**src/rtl/mycpu_axi_pkg.sv**
```systemverilog
`default_nettype none
// ============================================================================
//  Module      : mycpu_axi_pkg
//  Description : Shared AXI read-channel constants and the AR-channel FSM
//                state encoding used by the instruction-fetch bridge.
//  Revision    : 1.0 - initial release
// ============================================================================
package mycpu_axi_pkg;

  // AR channel FSM: idle/accepting, or presenting a beat on AR
  typedef enum logic [0:0] {
    AR_IDLE = 1'b0,
    AR_SEND = 1'b1
  } ar_state_t;

  // Single-beat INCR bursts only
  localparam logic [7:0] c_arlen_single = 8'd0;
  localparam logic [1:0] c_burst_incr   = 2'b01;

  // Anything other than OKAY is treated as a fetch bus error
  localparam logic [1:0] c_resp_okay    = 2'b00;

endpackage : mycpu_axi_pkg
`default_nettype wire

```
**src/rtl/inst_axi_rd_bridge.sv**
```systemverilog
`default_nettype none
// ============================================================================
//  Module      : inst_axi_rd_bridge
//  Description : Bridges the IF-stage SRAM-like fetch port onto an AXI read
//                channel. One AR beat per accepted request, up to MAX_OUTST
//                reads in flight, R data returned to IF combinationally.
//  Revision    : 1.0 - initial release
// ============================================================================
module inst_axi_rd_bridge
  import mycpu_axi_pkg::*;
#(
  parameter logic [3:0]  ARID      = 4'd0,
  parameter int unsigned MAX_OUTST = 2
) (
  input  logic        clk,
  input  logic        reset,
  // IF-side SRAM-like fetch port
  input  logic        inst_sram_req,
  input  logic        inst_sram_wr,
  input  logic [1:0]  inst_sram_size,
  input  logic [31:0] inst_sram_addr,
  output logic        inst_sram_addr_ok,
  output logic        inst_sram_data_ok,
  output logic [31:0] inst_sram_rdata,
  // AXI AR channel
  output logic [3:0]  arid,
  output logic [31:0] araddr,
  output logic [7:0]  arlen,
  output logic [2:0]  arsize,
  output logic [1:0]  arburst,
  output logic        arvalid,
  input  logic        arready,
  // AXI R channel
  input  logic        rvalid,
  output logic        rready,
  input  logic [31:0] rdata,
  input  logic [1:0]  rresp,
  // Error report
  output logic        fetch_bus_err
);

  // Outstanding limit narrowed to the counter width (legal range 1..3)
  localparam logic [1:0] c_max_outst = MAX_OUTST[1:0];

  ar_state_t   r_state;
  ar_state_t   w_state_next;
  logic [31:0] r_araddr;
  logic [1:0]  r_arsize;
  logic [1:0]  r_outst;

  logic        w_addr_ok;
  logic        w_data_ok;
  logic        w_rready;

  // Accept only reads, only when AR is free and the in-flight budget allows.
  // Reset gating keeps addr_ok low while reset is held even if IF requests.
  assign w_addr_ok = !reset && inst_sram_req && !inst_sram_wr &&
                     (r_state == AR_IDLE) && (r_outst < c_max_outst);

  // R is accepted only when something is in flight; responses arrive in order
  assign w_rready  = (r_outst != 2'd0);
  assign w_data_ok = rvalid && w_rready;

  assign inst_sram_addr_ok = w_addr_ok;
  assign inst_sram_data_ok = w_data_ok;
  assign inst_sram_rdata   = rdata;
  assign rready            = w_rready;
  assign fetch_bus_err     = w_data_ok && (rresp != c_resp_okay);

  assign arid    = ARID;
  assign araddr  = r_araddr;
  assign arlen   = c_arlen_single;
  assign arsize  = {1'b0, r_arsize};
  assign arburst = c_burst_incr;

  // AR FSM state register
  always_ff @(posedge clk or posedge reset) begin
    if (reset) begin
      r_state <= AR_IDLE;
    end else begin
      r_state <= w_state_next;
    end
  end

  // AR FSM next state and arvalid: one idle cycle between beats by design
  always_comb begin
    w_state_next = r_state;
    arvalid      = 1'b0;
    case (r_state)
      AR_IDLE: begin
        if (w_addr_ok) begin
          w_state_next = AR_SEND;
        end
      end
      AR_SEND: begin
        arvalid = 1'b1;
        if (arready) begin
          w_state_next = AR_IDLE;
        end
      end
      default: begin
        w_state_next = AR_IDLE;
      end
    endcase
  end

  // Capture the request address/size; held stable while AR is presented
  always_ff @(posedge clk or posedge reset) begin
    if (reset) begin
      r_araddr <= 32'd0;
      r_arsize <= 2'd0;
    end else if (w_addr_ok) begin
      r_araddr <= inst_sram_addr;
      r_arsize <= inst_sram_size;
    end
  end

  // Outstanding-read counter; a same-cycle accept and return cancel out
  always_ff @(posedge clk or posedge reset) begin
    if (reset) begin
      r_outst <= 2'd0;
    end else begin
      case ({w_addr_ok, w_data_ok})
        2'b10:   r_outst <= r_outst + 2'd1;
        2'b01:   r_outst <= r_outst - 2'd1;
        default: r_outst <= r_outst;
      endcase
    end
  end

endmodule : inst_axi_rd_bridge
`default_nettype wire

```
**config.mk**
```make
export PLATFORM = sky130hd
export DESIGN_NAME = inst_axi_rd_bridge
export DESIGN_NICKNAME = d
export VERILOG_FILES = /design/src/rtl/mycpu_axi_pkg.sv /design/src/rtl/inst_axi_rd_bridge.sv
export SDC_FILE = /design/constraint.sdc
export NUM_CORES = 1
export LEC_CHECK = 0
export CAP_MARGIN = 20
export CELL_PAD_IN_SITES_DETAIL_PLACEMENT = 1
export CELL_PAD_IN_SITES_GLOBAL_PLACEMENT = 2
export CORE_UTILIZATION = 18
export CTS_CLUSTER_SIZE = 40
export DETAILED_ROUTE_END_ITERATION = 16
export GPL_TIMING_DRIVEN = 1
export PLACE_DENSITY_LB_ADDON = 0.1
export SLEW_MARGIN = 20
export SYNTH_ARGS = -nofsm -noshare
export SYNTH_HDL_FRONTEND = slang
export SYNTH_SLANG_ARGS = --single-unit
```
**constraint.sdc**
```tcl
create_clock -name clk -period 2.44 [get_ports clk]
set_clock_uncertainty 0.05 [all_clocks]
set_input_delay 0.61 -clock clk [delete_from_list [all_inputs] [get_ports clk]]
set_output_delay 0.61 -clock clk [all_outputs]
set_load 0.05 [all_outputs]
```
==> metrics, run 1 <==
Avg Inst Size Synth 14.2 um2; IO Port Bufs 80; Placer Congestion 0.718; hold buffer count at CTS 0; most frequent cells in the layout clkdlybuf4s50_1 (74), dfrtp_1 (37), mux2_4 (29); cell area after synthesis 1940 um2; most common cell after layout, fill and taps aside clkdlybuf4s50_1; antenna cells 0; post-synthesis cell type count 18; Worst Setup End Kind primary output; cell area power density 1490 nW/um2; Worst EP required 1.78 ns; TritonCTS clock tree built; busiest grt layer met2; sequential area share after synthesis 47.7%; overall power 4110 uW; Iter 0 DRT Violations 13; post-synth top area share 47.7%; Antenna Nets Post-Route 0; area leader, netlist dfrtp_1; Num CTS Buffers 5; Synth Instances 137; FF-to-FF path depth 5; Die ar. 11200 um2; CP Launch Type primary input; CP Max Fanout 2; DRT Pass-1 Iters 3; share of layout cells above drive strength 1 27.8%; Fin. Hold Viols 0; root buffer cell clkbuf_8; WL final 4.64 mm; max cap viols 0; Synth Warn # 0; clock transition at the registers of the reported paths 0.07 ns; H-tree depth 2; Slew HR 63.3%; Die X 106 um; Final Max Slew Viols 0; Pleak 0.00119 uW; drt wl/cell 14.1 um; RSZ-0062 raised after global routing false; actual slew at the worst max-slew pin 0.550 ns; period utilisation layout 97.6%; DP Wirelength 3.47 mm; final setup fails 0; Area contributors post-synth dfrtp_1 (48%), mux2_4 (22%), buf_4 (18%); TritonCTS Sinks 37; fin crit period 2.38 ns; via/cell ratio 3.45; Initial Util 18.7%; CP arrival 1.72 ns; Clk Latency, worst-skew pair 0.28 ns; VDD IR max 0.433 mV; via count 1139; post-synthesis to final-layout area growth 42.2%; Hold Crit Class register to register; met3 Resource Use GR 2.84%; Peak Freq 0.420 GHz; Boundary Pins 160; grt ovf 0; initial antenna violation count 0; FF+latch count, synth 37; Filler cells 1161; Die Span Y 106 um; hold slack 0.460 ns; aggregate global-route resource usage 8.70%; status finished clean; global-route wire length before repair 7.27 mm; DRC 0; core area 10400 um2; final net count 268; Rows 37; maximum root-to-sink buffer count 2; worst hold stages 1; R2R Setup Slk 0.48 ns; largest net degree at the start of global routing 38; vias in the first global route 1294; kind of critical path primary input to primary output; grt met1 use 11.2%; met2 Use GR 12.5%
## where the power goes
part | internal (uW) | switching, uW
sequential | 919 | 184
clock | 333 | 218
combinational | 993 | 1470
## cell usage after synthesis
cell / n
mux2_2: 5
conb_1: 2
ha_1: 1
xnor2_1: 2
inv_1: 2
o21ai_0: 1
nand2b_1: 1
or4_4: 1
buf_12: 3
nor2_1: 1
dfrtp_1: 37
and2_1: 1
o21a_1: 1
mux2_4: 29
xor2_1: 1
or2_2: 1
clkinv_4: 1
buf_4: 47
## cell families after synthesis
| family | Yosys count | synth area share, % |
|---|---|---|
| fa+ha+maj | 1 | 0.645 |
| compound gates | 2 | 0.645 |
| xor+xnor | 3 | 1.36 |
| flops | 37 | 47.7 |
| simple gates | 5 | 1.74 |
| buf+inv | 53 | 22.1 |
| mux | 34 | 25.4 |
| other cells | 2 | 0.387 |
## per-layer routing
layer / vias up / routed length (um)
met5: - / 0
met4: 0 / 136
met3: 19 / 373
met2: 77 / 2100
met1: 545 / 2030
li1: 498 / -
## final cells by class
cell class | instances | area [um2] | area share (%)
clock buffers | 7 | 86.3 | 3.13
clock inverters | 1 | 30.0 | 1.09
inverters | 3 | 16.3 | 0.590
multi-input cells | 60 | 641 | 23.2
flip-flops and latches | 37 | 926 | 33.6
well taps | 136 | 170 | 6.17
repair buffers | 86 | 888 | 32.2
## what timing repair did
action,4_1_cts,5_1_grt
hold endpoints to repair,0,0
endpoints found under the setup margin,1,1
pin swaps,1,0
gates resized for setup,3,1
buffers inserted,1,0
## path summary, 6_finish.rpt
path | to | start
worst max-delay path | inst_sram_addr_ok | reset
worst min-delay path | araddr[7]$_DFFE_PP0P_ | araddr[7]$_DFFE_PP0P_
worst max register to register | araddr[9]$_DFFE_PP0P_ | r_outst[1]$_DFFE_PP0P_
worst min register to register | araddr[7]$_DFFE_PP0P_ | araddr[7]$_DFFE_PP0P_
max in group asynchronous | araddr[7]$_DFFE_PP0P_ | reset
min in group asynchronous | araddr[25]$_DFFE_PP0P_ | reset
## worst max-delay path: stages
cell	delay, ns
dlygate4sd2_1	0.24
nand2b_4	0.13
or4_4	0.53
clkinv_4	0.08
buf_12	0.13
## registers in the layout, indices dropped and copies added (netlist names)
name / cells
araddr: 32
r_arsize: 2
r_state: 1
r_outst: 2
## per-stage QoR
stage | area, um2 | setup TNS (ns) | instances | util (%) | setup slack (ns)
after floorplan | 1990 | 0 | 150 | - | 0.115
after global placement | 2630 | -0.487 | 321 | 25.3 | -0.0617
after detailed placement | 2630 | -0.735 | 321 | 25.3 | -0.0789
after CTS | 2760 | 0 | 330 | 26.6 | 0.0249
after global routing | 2760 | 0 | 330 | 26.6 | 0.0271
final | 2760 | 0 | 330 | 26.6 | 0.0582
No activity file was read; power rests on OpenSTA's default activity.
==> run 2, diff against run 1 <==
CAP_MARGIN = unset   (was 20)
==> results of run 2 <==
No change in the layout: final DEF, timing and power equal those of run 1.
